## src/rtl/rvga_fetch_unit.sv

```systemverilog
// rvga instruction fetch: pulls 128-bit lines into a single-line buffer and
// streams 32-bit words at the PC to decode, honouring branch redirects.

module rvga_fetch_unit_chk (
   input logic        clk,
   input logic        rst_n,
   input logic        mem_req,
   input logic [31:0] mem_addr,
   input logic        mem_gnt,
   input logic        inst_valid,
   input logic        inst_ready,
   input logic        redirect,
   input logic [31:0] inst,
   input logic [31:0] inst_pc
);
   // A request is either withdrawn or re-offered unchanged until accepted.
   a_req_stable : assert property (@(posedge clk) disable iff (!rst_n)
      (mem_req && !mem_gnt) |=> (!mem_req || $stable(mem_addr)));

   a_inst_hold : assert property (@(posedge clk) disable iff (!rst_n)
      (inst_valid && !inst_ready && !redirect) |=>
         (inst_valid && $stable(inst) && $stable(inst_pc)));

   a_addr_aligned : assert property (@(posedge clk) disable iff (!rst_n)
      mem_addr[3:0] == 4'h0);
endmodule

module rvga_fetch_unit #(
   parameter logic [31:0] RESET_PC = 32'h0001_0054
) (
   input  logic         clk,
   input  logic         rst_n,
   output logic         mem_req_o,
   output logic [31:0]  mem_addr_o,
   input  logic         mem_gnt_i,
   input  logic         mem_rvalid_i,
   input  logic [127:0] mem_rdata_i,
   input  logic         redirect_i,
   input  logic [31:0]  redirect_pc_i,
   output logic         inst_valid_o,
   output logic [31:0]  inst_o,
   output logic [31:0]  inst_pc_o,
   input  logic         inst_ready_i
);
   typedef enum logic [1:0] {
      S_REQ   = 2'd0,
      S_WAIT  = 2'd1,
      S_SERVE = 2'd2
   } state_t;

   state_t        state_r;
   state_t        state_s;
   logic [31:0]   pc_r;
   logic [31:0]   pc_s;
   logic          discard_r;
   logic          discard_s;
   logic [127:0]  buf_r;
   logic [27:0]   tag_r;
   logic          buf_valid_r;
   logic          buf_load_s;
   logic          valid_s;
   logic [31:0]   inst_s;
   logic [31:0]   inst_pc_s;
   logic [31:0]   addr_s;
   logic          gnt_s;
   logic          hit_s;
   logic [31:0]   tgt_s;
   logic [31:0]   pc_inc_s;

   function automatic logic [31:0] word_sel(input logic [127:0] line,
                                            input logic [1:0]   idx);
      logic [31:0] w;
      case (idx)
         2'd0:    w = line[31:0];
         2'd1:    w = line[63:32];
         2'd2:    w = line[95:64];
         default: w = line[127:96];
      endcase
      return w;
   endfunction

   assign gnt_s    = mem_req_o & mem_gnt_i;
   assign tgt_s    = redirect_pc_i & 32'hFFFF_FFFC;
   assign hit_s    = buf_valid_r && (tgt_s[31:4] == tag_r);
   assign pc_inc_s = pc_r + 32'd4;

   // Next-state, next-PC and next registered-output computation.
   always_comb begin
      state_s    = state_r;
      pc_s       = pc_r;
      discard_s  = discard_r;
      buf_load_s = 1'b0;
      valid_s    = inst_valid_o;
      inst_s     = inst_o;
      inst_pc_s  = inst_pc_o;
      addr_s     = mem_addr_o;
      case (state_r)
         S_REQ: begin
            if (redirect_i) begin
               pc_s    = tgt_s;
               valid_s = 1'b0;
               if (gnt_s) begin
                  // Accepted request cannot be recalled; drop its line later.
                  state_s   = S_WAIT;
                  discard_s = 1'b1;
               end else if (hit_s) begin
                  state_s   = S_SERVE;
                  discard_s = 1'b0;
               end else if (mem_req_o) begin
                  discard_s = 1'b1;
               end else begin
                  addr_s = {tgt_s[31:4], 4'h0};
               end
            end else if (gnt_s) begin
               state_s = S_WAIT;
            end else if (!mem_req_o) begin
               addr_s = {pc_r[31:4], 4'h0};
            end else begin
               addr_s = mem_addr_o;
            end
         end
         S_WAIT: begin
            if (redirect_i) begin
               pc_s    = tgt_s;
               valid_s = 1'b0;
               if (mem_rvalid_i) begin
                  state_s   = S_REQ;
                  discard_s = 1'b0;
                  addr_s    = {tgt_s[31:4], 4'h0};
               end else begin
                  discard_s = 1'b1;
               end
            end else if (mem_rvalid_i) begin
               if (discard_r) begin
                  state_s   = S_REQ;
                  discard_s = 1'b0;
                  addr_s    = {pc_r[31:4], 4'h0};
               end else begin
                  buf_load_s = 1'b1;
                  state_s    = S_SERVE;
                  valid_s    = 1'b1;
                  inst_s     = word_sel(mem_rdata_i, pc_r[3:2]);
                  inst_pc_s  = pc_r;
               end
            end else begin
               state_s = S_WAIT;
            end
         end
         S_SERVE: begin
            if (redirect_i) begin
               pc_s    = tgt_s;
               valid_s = 1'b0;
               if (hit_s) begin
                  state_s = S_SERVE;
               end else begin
                  state_s = S_REQ;
                  addr_s  = {tgt_s[31:4], 4'h0};
               end
            end else if (!inst_valid_o) begin
               valid_s   = 1'b1;
               inst_s    = word_sel(buf_r, pc_r[3:2]);
               inst_pc_s = pc_r;
            end else if (inst_ready_i) begin
               pc_s = pc_inc_s;
               if (pc_inc_s[31:4] == tag_r) begin
                  valid_s   = 1'b1;
                  inst_s    = word_sel(buf_r, pc_inc_s[3:2]);
                  inst_pc_s = pc_inc_s;
               end else begin
                  valid_s = 1'b0;
                  state_s = S_REQ;
                  addr_s  = {pc_inc_s[31:4], 4'h0};
               end
            end else begin
               state_s = S_SERVE;
            end
         end
         default: begin
            state_s   = S_REQ;
            valid_s   = 1'b0;
            discard_s = 1'b0;
            addr_s    = {pc_r[31:4], 4'h0};
         end
      endcase
   end

   // State, line buffer and registered outputs.
   always_ff @(posedge clk or negedge rst_n) begin
      if (!rst_n) begin
         state_r      <= S_REQ;
         pc_r         <= RESET_PC;
         discard_r    <= 1'b0;
         buf_r        <= 128'h0;
         tag_r        <= 28'h0;
         buf_valid_r  <= 1'b0;
         mem_req_o    <= 1'b0;
         mem_addr_o   <= 32'h0;
         inst_valid_o <= 1'b0;
         inst_o       <= 32'h0;
         inst_pc_o    <= 32'h0;
      end else begin
         state_r      <= state_s;
         pc_r         <= pc_s;
         discard_r    <= discard_s;
         if (buf_load_s) begin
            buf_r       <= mem_rdata_i;
            tag_r       <= pc_r[31:4];
            buf_valid_r <= 1'b1;
         end
         mem_req_o    <= (state_s == S_REQ);
         mem_addr_o   <= addr_s;
         inst_valid_o <= valid_s;
         inst_o       <= inst_s;
         inst_pc_o    <= inst_pc_s;
      end
   end

   rvga_fetch_unit_chk u_chk (
      .clk        (clk),
      .rst_n      (rst_n),
      .mem_req    (mem_req_o),
      .mem_addr   (mem_addr_o),
      .mem_gnt    (mem_gnt_i),
      .inst_valid (inst_valid_o),
      .inst_ready (inst_ready_i),
      .redirect   (redirect_i),
      .inst       (inst_o),
      .inst_pc    (inst_pc_o)
   );
endmodule

```

## config.mk

```make
export PLATFORM = sky130hd
export DESIGN_NAME = rvga_fetch_unit
export DESIGN_NICKNAME = d
export VERILOG_FILES = /design/src/rtl/rvga_fetch_unit.sv
export SDC_FILE = /design/constraint.sdc
export NUM_CORES = 1
export LEC_CHECK = 0
export CAP_MARGIN = 15
export CORE_MARGIN = 10
export CORE_UTILIZATION = 35
export DETAILED_ROUTE_END_ITERATION = 16
export PLACE_DENSITY = 0.62
export SYNTH_ARGS = -nofsm -noshare
export SYNTH_HDL_FRONTEND = slang
export SYNTH_SLANG_ARGS = --single-unit
```

## constraint.sdc

```tcl
create_clock -name clk -period 8.8 [get_ports clk]
set_input_delay 1.32 -clock clk [delete_from_list [all_inputs] [get_ports clk]]
set_output_delay 1.32 -clock clk [all_outputs]
set_load 0.02 [all_outputs]
```

# Word-level counts from Yosys, hierarchy flattened
# Cells that the tools add are included.
word_totals:
  ff_bits: 290
  latch_bits: 0
  mem_bits_rw: 0
  romBits: 0
  input_bits: 166
  out_inout_bits: 98
  elab_cells: 130
  n_memories: 0
classes:
  add_sub_neg: 1
  multipliers: 0
  div_mod_pow: 0
  n_lt_le_gt_ge: 0
  eq_ne: 28
  n_shift: 0
  muxes: 75
  bitwise: 2
  n_reduce_logical: 13
ops:
  columns: ["operator", "count"]
  rows:
  - ["two-way mux 32 bit", 33]
  - ["one-hot mux 32 bit (3 select lines)", 4]
  - ["one-hot mux 32 bit (2 select lines)", 3]
  - ["== test 28 bit", 2]
  - ["!= test 3 bit (second input constant)", 12]
  - ["adder 32 x 3 -> 32 bit (second input constant)", 1]
  - ["two-way mux 2 bit", 13]
  - ["two-way mux 1 bit", 19]
  - ["!= test 2 bit (second input constant)", 6]
  - ["AND reduction 10 bit", 1]
  - ["logical NOT 2 bit", 4]
  - ["AND reduction 4 bit", 2]
  - ["AND reduction 7 bit", 1]
  - ["== test 2 x 1 -> 1 bit (second input constant)", 3]
  - ["== test 2 bit (second input constant)", 3]
  - ["one-hot mux 1 bit (3 select lines)", 2]
  - ["one-hot mux 2 bit (3 select lines)", 1]
  - ["!= test 4 bit (second input constant)", 1]
  - ["nonzero test 2 bit", 2]
  - ["AND reduction 3 bit", 1]
  - ["!= test 2 x 1 -> 1 bit (second input constant)", 1]
  - ["OR reduction 2 bit", 1]
  - ["bitwise AND 1 bit", 1]
  - ["logical AND 1 bit", 1]
  - ["NOT 1 bit", 1]

# Logic depth before layout (Yosys ltp)
# Gate-level depths: netlist (run 1).
logic_depth:
  depth_word: 8
  depth_mapped: 15
  ltp_nobuf: 10

# Worst setup path before layout (run 1)
# Ideal clock, no wire load.
synth_timing:
  path_kind: "register to register"
  startpoint: "register pc_r[2]"
  endpoint: "register mem_addr_o[11]"
  setup_ns: 0.125
  arrival_ns: 3.583
  required_ns: 8.675
  slack_ns: 5.092
  path_stages_with_launch: 14
  path_buffers: 3
  synth_period_minus_slack_ns: 3.708
  cell_sequence: "dfstp_2 > ha_1 > buf_2 > nand4_2 > nor4_4 > nand3_4 > or3_1 > clkbuf_1 > xnor2_1 > a2111o_1 > nor2_4 > a31oi_4 > buf_6 > mux2_4"
synth_via:
  elab_chain_cells: 6
  word_cells_on_any_way: 9
  classes_between: "add/sub (1); eq/ne (2); mux (5); reduce/logical (1)"
synth_rtl:
  columns: ["item", "line_no", "rtl"]
  rows:
  - ["start, declared", "53", "logic [31:0] pc_r;"]
  - ["start signal, assigned", "203", "pc_r <= pc_s;"]
  - ["adder 32 x 3 -> 32 bit *", "85", "assign pc_inc_s = pc_r + 32'd4;"]
  - ["branches (longest 5 deep; another with == test 28 bit)", null, null]
  - ["end signal, assigned", "211", "mem_addr_o <= addr_s;"]
  - ["end, declared", "34", "output logic [31:0] mem_addr_o,"]
# Mark *: on every way between the ends. The select of a mux whose other input is x is not followed.
# A chain may end at the register's enable or synchronous reset.

# Worst setup path in the final report (run 1)
layout_timing:
  startpoint: "register pc_r[7]"
  endpoint: "register inst_pc_o[20]"
layout_via:
  elab_chain_cells: 6
  word_cells_on_any_way: 9
  classes_between: "add/sub (1); eq/ne (2); mux (5); reduce/logical (1)"
layout_rtl:
  columns: ["item", "line_no", "rtl"]
  rows:
  - ["adder 32 x 3 -> 32 bit *", "85", null]
  - ["branches (longest 5 deep; another with == test 28 bit)", null, null]
  - ["end signal, assigned", "214", "inst_pc_o <= inst_pc_s;"]
  - ["end, declared", "42", "output logic [31:0] inst_pc_o,"]
# Marked as above.

==> impl_summary.md, run 1 <==
Setup path
STA puts the critical path data required time at 9290 ps. The type of the setup path with the least slack is register to register. Data on the critical path arrives at its endpoint at 6320 ps.

The launching element of the worst setup path is pc_r[7]. The peak fanout along the critical path is 20. Traced cell by cell, the critical path runs through nand4_1 -> nor4_4 -> nand3_4 -> or3_1 -> xnor2_1 -> a2111oi_4 -> nand4_1 -> buf_4 -> nor4_1 -> a211o_1. The depth of the worst register-to-register path is 10.

The terminus of the critical flop-to-flop path is inst_pc_o[20]. The cell occurring most often along the worst timing path is nand4_1. The largest single stage delay on the critical path is 970 ps. The worst setup path is captured at a register. STA classifies the critical path startpoint as a register. The register-to-register path setup slack is 2970 ps. The most critical setup path has its endpoint at inst_pc_o[20]. In this run the critical register-to-register path is launched from pc_r[7]. The largest individual stage delay along the critical path comes from the cell nand4_1.

Synthesis
After synthesis, the share of flip-flops with an asynchronous set or reset is 100.0%. The most common cell in the synthesized netlist is dfrtp_1. The post-synth design cell area is 17530 sq um. The number of synthesized flops with an enable pin is 0. The fraction of synthesized cell area taken by the top area cell type is 39.69%. The share of synthesized area occupied by flip-flops and latches is 40.29%. Yosys printed 0 warnings.

A synthesized cell averages 9.480 sq um. By area the synthesized netlist is led by dfrtp_1 40%, mux2_2 10%, a222oi_1 5.5%. In the synthesized netlist, the number of instances is 1849. Summed over all instances, the cell type with the most area after synthesis is dfrtp_1. In the synthesized netlist the dominant register cell turns out to be dfrtp_1. Sorting the synthesized cells by how often they occur yields 278 x dfrtp_1, 169 x nand2_1, 163 x mux2_2, 131 x clkbuf_1, 129 x nor2_1. The post-synthesis cell type count is 83. The synthesized design contains 282 register bits.

STA
The worst clock skew is 19.88 ps. Setup repair after global routing left no endpoint under its margin. In this run the tightest slew margin relative to its limit is 23.26%.

The shortest period the worst path allows is 5826 ps. The count of endpoints failing setup in the final report is 0. For the pin with the worst max-slew slack, the measured transition is 1151 ps. The number of max-slew violations in the final report is 0.

The maximum clock rate is 171.6 MHz. Summed over all failing endpoints, the final setup total negative slack is 0 ps. The final cycle utilization of the critical path is 66.20%. The final-report hold violation count is 0.

After layout, the worst setup slack is 2974 ps.

CTS
The number of H-tree levels is 2. The clock network latency to the later pin of the worst-skew pair is 560 ps. TritonCTS built the clock tree. The number of gates resized after CTS was 0. The number of sinks on the clock net is 282. The cts-stage hold buffer count is 0. The number of buffers added by the clock tree synthesis step is 38. The largest buffer count on any clock path is 3. The number of setup buffers added after CTS is 0. After clock tree synthesis, the clock-pin slew on the worst setup and hold paths is 60 ps. The root buffer cell is clkbuf_16.

Finish
The filler cells instantiated in the layout total 4812. Once layout is complete, the utilization of the core stands at 43.97%. Cells with a size suffix above 1 make up 15.59% of the layout. Relative to the synthesized area, the layout overhead comes to 23.56%.

The post-layout net count is 2164.

Die
The count of standard-cell rows is 81. The top-level I/O count is 264. Measured along the y axis, the die boundary spans 243.8 microns. Once the floorplan was initialized, standard cells occupied 35.59% of the core. The core area is 49250 sq um. The area of the die is 59440 sq um. The overall die width is 243.8 microns.

GRT
For this run, the total global-route usage over all layers was measured as 21.38%. Entering global routing, the biggest net connects 129 pins. The number of global-route vias before repair is 15980.

The first global-routing pass estimated 100.9 mm of wire. The residual overflow from global routing is 0. The initial antenna violation count is 7.

Route
In the final routed layout, each cell accounts on average for 24.62 microns. The final wirelength is 66.14 mm. For this run, design rule violations remaining after detail routing come to 0. The starting DRC count in detailed routing is 2000.

The number of nets with antenna violations after routing is 0. After detailed routing, the number of vias per cell comes to 6.117. The routed via count is 16430.

The pre-antenna-repair detailed-routing pass consisted of 7 iterations.

Placement
Before CTS, the worst setup slack after placement is 3063 ps. During placement, the flow inserted port buffers numbering 255. Detailed placement finished with a half-perimeter wire length of 43.92 mm. Routability-driven placement finished with a final weighted congestion of 0.9464.

Power
The share of total power in combinational logic is 48.2%. Summed over all cells, the static leakage comes to 8.560 nW. Internal power comes to 4.664 mW. Per report_power, the sequential group accounts for 33.1% of the total. The clock network burns 18.7% of the power. The worst-case vdd ir drop is 0.0001599 V. The net load switching power is 3.442 mW. The net switching fraction of the power is 42.46%. The power per standard cell area is 374.3 nW/um^2.

Run
Max-cap violations in this run came to 0.

Hold path
The class of the most critical hold timing path is register to register.

Outcome
The flow ran to the end, and the final reports show no timing, DRC or antenna violations.
==> flip-flops by register name, indices dropped and copies added, names as in the netlist <==
register / cells
discard_r: 1
buf_r: 128
inst_o: 32
inst_valid_o: 1
state_r: 2
pc_r: 30
mem_addr_o: 28
tag_r: 28
mem_req_o: 1
buf_valid_r: 1
inst_pc_o: 30
==> final cells by class <==
type	instances	area (sq um)	share of cell area, %
Multi-Input combinational cell	1352	9633	44.47
Sequential cell	282	7062	32.60
Timing Repair Buffer	286	2803	12.94
Clock buffer	56	1099	5.072
Tap cell	664	830.8	3.836
Inverter	28	107.6	0.4968
Clock inverter	10	105.1	0.4852
Antenna cell	8	20.02	0.09243
==> metrics by stage <==
step	total power, mW	instances	cell area [sq um]	hold slack, ps
detailed placement	6.559	2612	20440	467.2
CTS	8.119	2678	21640	479.2
finish	8.106	2686	21660	487.2
global route	8.612	2680	21640	511.7
floorplan	5.166	1854	17550	439.2
global placement	6.463	2612	20440	458.7
==> metal layers <==
metal | global-route usage, % | routed length, microns | vias up
met3 | 4.814 | 5669 | 103
met4 | 6.758 | 1823 | 2
met2 | 34.81 | 31240 | 839
li1 | - | - | 7286
met1 | 27.66 | 27390 | 8199
met5 | 0 | 17 | -
==> cell families (layout without fill, tap and decap cells) <==
family,Yosys count,count (layout),synth area share [%]
AO/OA/AOI/OAI,517,517,21.53
XOR/XNOR,75,75,3.747
adder cells (fa/ha/maj),10,10,0.7138
buffers and inverters,220,380,5.203
flip-flops,282,282,40.29
multiplexers,198,198,13.08
other,1,14,0.02139
AND/OR/NAND/NOR,546,546,15.42
==> power by group through the flow <==
| stage | clock [mW] | combinational (mW) | sequential (mW) |
|---|---|---|---|
| floorplan | 0 | 2.58 | 2.59 |
| global placement | 0 | 3.82 | 2.64 |
| detailed placement | 0 | 3.88 | 2.68 |
| CTS | 1.55 | 3.91 | 2.66 |
| global route | 1.60 | 4.24 | 2.77 |
| finish | 1.52 | 3.90 | 2.68 |
==> critical path: cells and delay by family, from the launching register on <==
kind,cells,cell delay [ps]
flip-flops,1,630
buffers and inverters,1,600
AND/OR/NAND/NOR,6,3560
XOR/XNOR,1,240
AO/OA/AOI/OAI,2,700
==> worst min-delay path by stage <==
stage,from,endpoint,cells after the start
2_1_floorplan,buf_valid_r,buf_valid_r,1
3_3_place_gp,buf_valid_r,buf_valid_r,1
3_5_place_dp,buf_valid_r,buf_valid_r,1
4_1_cts,buf_valid_r,buf_valid_r,1
5_1_grt,buf_valid_r,buf_valid_r,1
6_report,buf_valid_r,buf_valid_r,1
==> cell usage in the layout (no fill, tap or decap), types with 49 or more instances in the layout <==
cell,instances
clkdlybuf4s50_1,254
mux2_2,163
a222oi_1,96
dfrtp_1,278
o21ai_0,101
nand3_1,49
nor2_1,125
nor3_1,63
nand2_1,168
a21oi_1,94
Note: power is estimated with default switching activity, not from simulation.
==> inputs of run 2 (changes only) <==
==> constraint.sdc (replaced) <==
create_clock -name clk -period 5.8 [get_ports clk]
set_input_delay 0.87 -clock clk [delete_from_list [all_inputs] [get_ports clk]]
set_output_delay 0.87 -clock clk [all_outputs]
set_load 0.02 [all_outputs]
==> run 2 against run 1 <==
Compared with the run above:
- die area stayed put
- core utilization increased by 0.086 points
- clock skew grew 23 ps
- design area increased by 0.20%
- cell count rose by 0.34%
- register-to-register slack lost 2100 ps
- fmax increased by 18%
- non-clock buffer count up 15
- total power up 51%
- worst setup slack got worse by 2100 ps
- clock-buffer cell count rose by 3
- largest power group unchanged
==> impl_summary.md, run 2 (same netlist as run 1, synthesis figures left out) <==
Route
The wire length per cell after detailed routing came to 24.59 microns (-0.14%). The first-pass iteration count of the detailed router is 9 (+2). The routed via count was 16370 (-0.37%). The via density per instance came to 6.074 (-0.70%). The number of nets with antenna violations after routing is 0 (unchanged). The number of DRC violations after detailed routing is 0 (unchanged). The final wirelength is 66.26 mm (+0.19%). The starting DRC count in detailed routing is 1948 (-2.6%).

STA
Setup repair after global routing left no endpoint under its margin. The final cycle utilization of the critical path is 85.46% (+19 points). The pin slew with the least headroom to its limit is 1182 ps (+31.10 ps). The count of endpoints failing setup in the final report was 0 (unchanged). The final-report hold violation count is 0 (unchanged). The number of max-slew violations in the final report came to 0 (unchanged). The maximum clock rate is 201.7 MHz (+18%). The shortest period the worst path allows is 4957 ps (-869.1 ps). The worst clock skew came to 42.62 ps (+22.74 ps). The setup TNS came to 0 ps (unchanged). The max-slew headroom at the worst pin is 21.03% (-2.2 points).

Finish
The post-layout net count is 2178 (+0.65%). The filler cell count is 4770 (-0.87%). The ratio of cells with drive above 1 in the final layout was 15.88% (+0.29 points). The flip-flop count of the largest register, all copies and words added is 128 (unchanged). The most common cell after layout, fill and taps aside is dfrtp_1. The area of the multi-input gates is 9633 sq um (unchanged). The largest registers in the layout are buf_r (128), inst_o (32). Relative to the synthesized area, the layout overhead comes to 23.80%. The largest register by flop count is buf_r. The library cells used most frequently in the layout, excluding fill and tap cells, are 278 x dfrtp_1, 254 x clkdlybuf4s50_1, 168 x nand2_1. The storage element area is 7062 sq um (unchanged). The filler-free cell count of the finished design is 2695 (+0.34%). The final standard cell utilization of the core was 44.06% (+0.086 points).

Hold path
The class of the most critical hold timing path is input pin to asynchronous set/reset pin.

Placement
The final HPWL from detailed placement is 44.82 mm (+2.1%). The placed cell count was 2627 (+0.57%). The number of input and output port buffers inserted was 255 (unchanged). The final weighted congestion in routability-driven placement is 0.9306 (-1.7%).

CTS
The largest buffer count on any clock path is 3 (unchanged). The clock-pin slew of the registers on the worst-case setup and hold paths was 60 ps (about the same). The number of gates given a new drive strength after cts is 0 (unchanged). The cts-stage hold buffer count is 0 (unchanged). The number of sinks on the clock net is 282 (unchanged). The number of buffers added by the clock tree synthesis step was 37 (-2.6%). The clock network latency to the later pin of the worst-skew pair came to 570 ps (about the same). The number of setup buffers added after CTS was 0 (unchanged). The number of H-tree levels is 2 (unchanged).

Clock tree synthesis selected as its root buffer the cell clkbuf_16. The clock tree from TritonCTS is yes.

Setup path
The type of origin of the critical path is a register. The register-to-register path setup slack was 840 ps (-2130 ps). The required arrival time at the worst endpoint was 6210 ps (-3080 ps). The type of destination of the critical path is a register. The critical path is of the register to register type.

The peak fanout along the critical path is 17 (-15%). The arrival time reported for the critical path endpoint was 5370 ps (-950 ps).

Die
The area of the die is 59440 sq um (unchanged). The overall die width is 243.8 microns (unchanged). The effective utilization at floorplan is 35.59% (unchanged). The height of the chip is 243.8 microns (unchanged).

The top-level I/O count is 264 (unchanged). The count of standard-cell rows is 81 (unchanged). The core area is 49250 sq um (unchanged).

Run
The number of max-cap violations is 0 (unchanged).

Power
The worst-case vdd ir drop is 0.0002226 V (+39%). The total power of the final layout is 12.25 mW (+51%). The static leakage was 8.610 nW (+0.59%). The power per standard cell area was 564.5 nW/um^2 (+51%).

Outcome
The flow ran to the end, and the final reports show no timing, DRC or antenna violations.

GRT
The pin count of the biggest net entering global routing came to 141 (+9.3%). The overall track demand over capacity in global routing was 21.44% (+0.057 points). The residual overflow from global routing is 0 (unchanged). The number of global-route vias before repair is 16120 (+0.89%). The initial antenna violation count came to 5 (-2).

The first-pass GRT wire length came to 100.9 mm (about the same).
==> run 2: changes by cell type in the layout (fill, tap and decap cells not counted), sizes merged <==
| cell | change |
|---|---|
| clkbuf | +3 |
| buf | +15 |
| diode | -5 |
| clkinvlp | -2 |
| clkinv | -2 |
==> run 2: worst paths after layout <==
path | end | from | depth (start not counted)
worst max-delay path | inst_o[28] | pc_r[2] | 11
worst min-delay path | mem_addr_o[30] | rst_n | 1
worst max register to register | inst_o[28] | pc_r[2] | 11
worst min register to register | buf_valid_r | buf_valid_r | 1
max in group asynchronous | buf_r[5] | rst_n | 2
min in group clk | buf_valid_r | buf_valid_r | 1
==> run 2: metal layers <==
metal | GRT usage (%) | up-vias | wire (microns)
li1 | - | 7299 | -
met1 | 27.99 | 8251 | 28010
met2 | 35.32 | 724 | 31600
met3 | 4.934 | 89 | 5413
met4 | 4.950 | 6 | 1191
met5 | 0 | - | 43
==> run 2: area by class of cell <==
cell class              instances  share of cell area, %
multi-input cells            1352                  44.39
clock inverters                 6                 0.2998
well taps                     664                  3.828
diodes                          3                0.03459
repair buffers                301                  13.49
inverters                      28                 0.4958
clock buffers                  59                  4.924
flip-flops and latches        282                  32.54
==> run 2: metrics by stage <==
stage	hold WS [ps]	cell area, sq um	setup slack, ps
floorplan	439.2	17550	2092
global placement	457.6	20560	1063
detailed placement	463.0	20560	947.5
CTS	349.9	21690	910.5
global route	381.0	21700	673.2
finish	347.0	21700	843.1
==> run 2: worst max-delay path, stage by stage, from the launching register on <==
cell,delay (ps)
dfstp_2,690
ha_1,470
and4_1,450
nand4_1,360
or4_1,720
a32oi_1,220
a21boi_1,290
and4_1,470
nand4_1,200
nand2_2,500
buf_4,320
a31oi_1,110
==> run 2: report_power, final <==
part,internal [mW],switching (mW)
Clock,1.30,0.911
Sequential,2.94,1.08
Combinational,2.81,3.20
==> inputs of run 3 (changes only) <==
--- a/config.mk
+++ b/config.mk
@@ -5,11 +5,13 @@
 export SDC_FILE = /design/constraint.sdc
 export NUM_CORES = 1
 export LEC_CHECK = 0
-export CAP_MARGIN = 15
+export CAP_MARGIN = 10
 export CORE_MARGIN = 10
 export CORE_UTILIZATION = 35
+export CTS_BUF_LIST = sky130_fd_sc_hd__clkbuf_8 sky130_fd_sc_hd__clkbuf_16
 export DETAILED_ROUTE_END_ITERATION = 16
 export PLACE_DENSITY = 0.62
+export SLEW_MARGIN = 20
 export SYNTH_ARGS = -nofsm -noshare
 export SYNTH_HDL_FRONTEND = slang
 export SYNTH_SLANG_ARGS = --single-unit
==> run 3 against run 2 <==
Compared with the run above:
- critical path type unchanged
- combinational power is essentially flat
- core utilization is essentially flat
- total power shrank 0.25%
- register-to-register slack gained 40 ps
- clock-buffer cell count shrank 16
- die area is the same
- highest routed layer unchanged
- clock skew is essentially flat
- global-route usage is the same
- cell count is the same
==> impl_summary.md, run 3 (same netlist as run 1, synthesis figures left out) <==
Route
The starting DRC count in detailed routing is 1928 (-1.0%). The final wirelength was 66.40 mm (+0.20%). The first-pass iteration count of the detailed router is 10 (+1). The via density per instance was 6.069 (about the same). The routed via count is 16360 (-0.079%). The wire length per cell after detailed routing is 24.64 microns (+0.20%). The number of DRC violations after detailed routing is 0 (unchanged). The number of nets with antenna violations after routing came to 0 (unchanged).

CTS
The number of gates given a new drive strength after cts is 0 (unchanged). TritonCTS built the clock tree. The number of sinks on the clock net was 282 (unchanged). The clock network latency to the later pin of the worst-skew pair was 570 ps (about the same).

The number of setup buffers added after CTS was 0 (unchanged). The root buffer cell is clkbuf_16. The cts-stage hold buffer count was 0 (unchanged).

The number of H-tree levels came to 2 (unchanged). The largest buffer count on any clock path is 3 (unchanged). The clock-pin slew of the registers on the worst-case setup and hold paths is 60 ps (about the same).

The number of buffers added by the clock tree synthesis step is 37 (unchanged).

Die
The top-level I/O count came to 264 (unchanged). The height of the chip is 243.8 microns (unchanged). The effective utilization at floorplan came to 35.59% (unchanged). The overall die width is 243.8 microns (unchanged). The area of the die came to 59440 sq um (unchanged). The count of standard-cell rows came to 81 (unchanged). The core area was 49250 sq um (unchanged).

Outcome
The run finished with clean final reports.

GRT
The residual overflow from global routing is 0 (unchanged). The pin count of the biggest net entering global routing is 141 (unchanged). The number of global-route vias before repair is 16120 (-0.0062%). The overall track demand over capacity in global routing was 21.44% (unchanged).

The initial antenna violation count is 5 (unchanged). The first-pass GRT wire length is 100.9 mm (about the same).

Finish
Leaving out fill and tap cells, the most frequent cells in the layout are 278 x dfrtp_1, 254 x clkdlybuf4s50_1, 168 x nand2_1. The layout overhead on the synthesized area came to 23.82% (about the same). The library cell used most frequently in the layout, excluding fill and tap cells, is dfrtp_1. The flip-flop count of the largest register, all copies and words added was 128 (unchanged). The ratio of cells with drive above 1 in the final layout is 15.93% (+0.049 points). The post-layout net count is 2178 (unchanged).

In the final layout, the registers with the most flip-flops are buf_r (128), inst_o (32). The largest register by flop count is buf_r. The filler-free cell count of the finished design is 2695 (unchanged). The final non-filler cell area is 21700 sq um (about the same).

Power
The total power of the final layout came to 12.22 mW (-0.25%). The power per standard cell area is 563.0 nW/um^2 (-0.26%). The static leakage is 8.677 nW (+0.78%). The worst-case vdd ir drop was 0.0002233 V (+0.33%).

Setup path
The required arrival time at the worst endpoint is 6210 ps (about the same). The type of the setup path with the least slack is register to register. The type of origin of the critical path is a register. The peak fanout along the critical path was 17 (unchanged). The type of destination of the critical path is a register. The arrival time reported for the critical path endpoint is 5330 ps (-40 ps).

Placement
The final HPWL from detailed placement is 44.82 mm (unchanged). The number of input and output port buffers inserted was 255 (unchanged). The placed cell count was 2627 (unchanged).

The cell area after placement is 20560 sq um (unchanged). The final weighted congestion in routability-driven placement is 0.9306 (unchanged).

STA
The final-report hold violation count came to 0 (unchanged). The pin slew with the least headroom to its limit is 1159 ps (-23.57 ps). The worst hold slack is 348.8 ps (+1.738 ps). The count of endpoints failing setup in the final report is 0 (unchanged). The max-slew headroom at the worst pin is 22.68% (+1.7 points). The final cycle utilization of the critical path is 84.78% (-0.69 points). The worst clock skew is 42.75 ps (+0.1308 ps).

The setup TNS is 0 ps (unchanged). The number of max-slew violations in the final report is 0 (unchanged). The shortest period the worst path allows is 4917 ps (-39.93 ps).

Setup repair after global routing left no endpoint under its margin. The maximum clock rate came to 203.4 MHz (+0.81%).

Run
The number of max-cap violations is 0 (unchanged).

Hold path
The min-delay analysis places its worst path in the category input pin to asynchronous set/reset pin.
==> run 3: cell count changes in the layout (fill, tap and decap cells not counted) <==
cell / delta
clkbuf_1: -16
nor2b_1: -1
inv_1: +16
nor2b_2: +1
==> run 3: per-layer routing <==
metal | global-route usage (%) | routed length (microns) | vias to the layer above
met4 | 4.950 | 1194 | 6
met3 | 4.934 | 5483 | 81
met5 | 0 | 43 | -
met2 | 35.33 | 31650 | 698
met1 | 27.99 | 28030 | 8265
li1 | - | - | 7306
==> run 3: report_power, final <==
group,switching (mW),internal [mW]
Sequential,1.08,2.94
Clock,0.910,1.28
Combinational,3.20,2.81
==> run 3: layout make-up <==
class / instances / area (sq um)
Clock inverter: 22 / 125.1
Fill cell: 4769 / 27550
Multi-Input combinational cell: 1352 / 9635
Antenna cell: 3 / 7.507
Tap cell: 664 / 830.8
Clock buffer: 43 / 1008
Inverter: 28 / 107.6
Sequential cell: 282 / 7062
Timing Repair Buffer: 301 / 2928
==> run 3: metrics by stage <==
stage,utilization [%],worst slack [ps]
floorplan,-,2092
global placement,41.74,1063
detailed placement,41.74,947.5
CTS,44.05,910.5
global route,44.06,674.8
finish,44.07,883.0
==> run 3: final timing paths <==
| path | depth (start not counted) | startpoint | slack (ps) | to |
|---|---|---|---|---|
| setup reg to reg | 11 | pc_r[2] | 880 | inst_o[28] |
| max in group asynchronous | 2 | rst_n | 4100 | buf_r[5] |
| setup / recovery | 11 | pc_r[2] | 880 | inst_o[28] |
| min in group clk | 1 | buf_valid_r | 470 | buf_valid_r |
| hold reg to reg | 1 | buf_valid_r | 470 | buf_valid_r |
| hold / removal | 1 | rst_n | 350 | mem_addr_o[30] |
==> run 3: critical path: stages, from the launching register on <==
cell and delay (ps):
dfstp_2 680, ha_1 460, and4_1 450, nand4_1 350, or4_1 710, a32oi_1 210
a21boi_1 280, and4_1 470, nand4_1 190, nand2_2 500, buf_4 330, a31oi_1 110
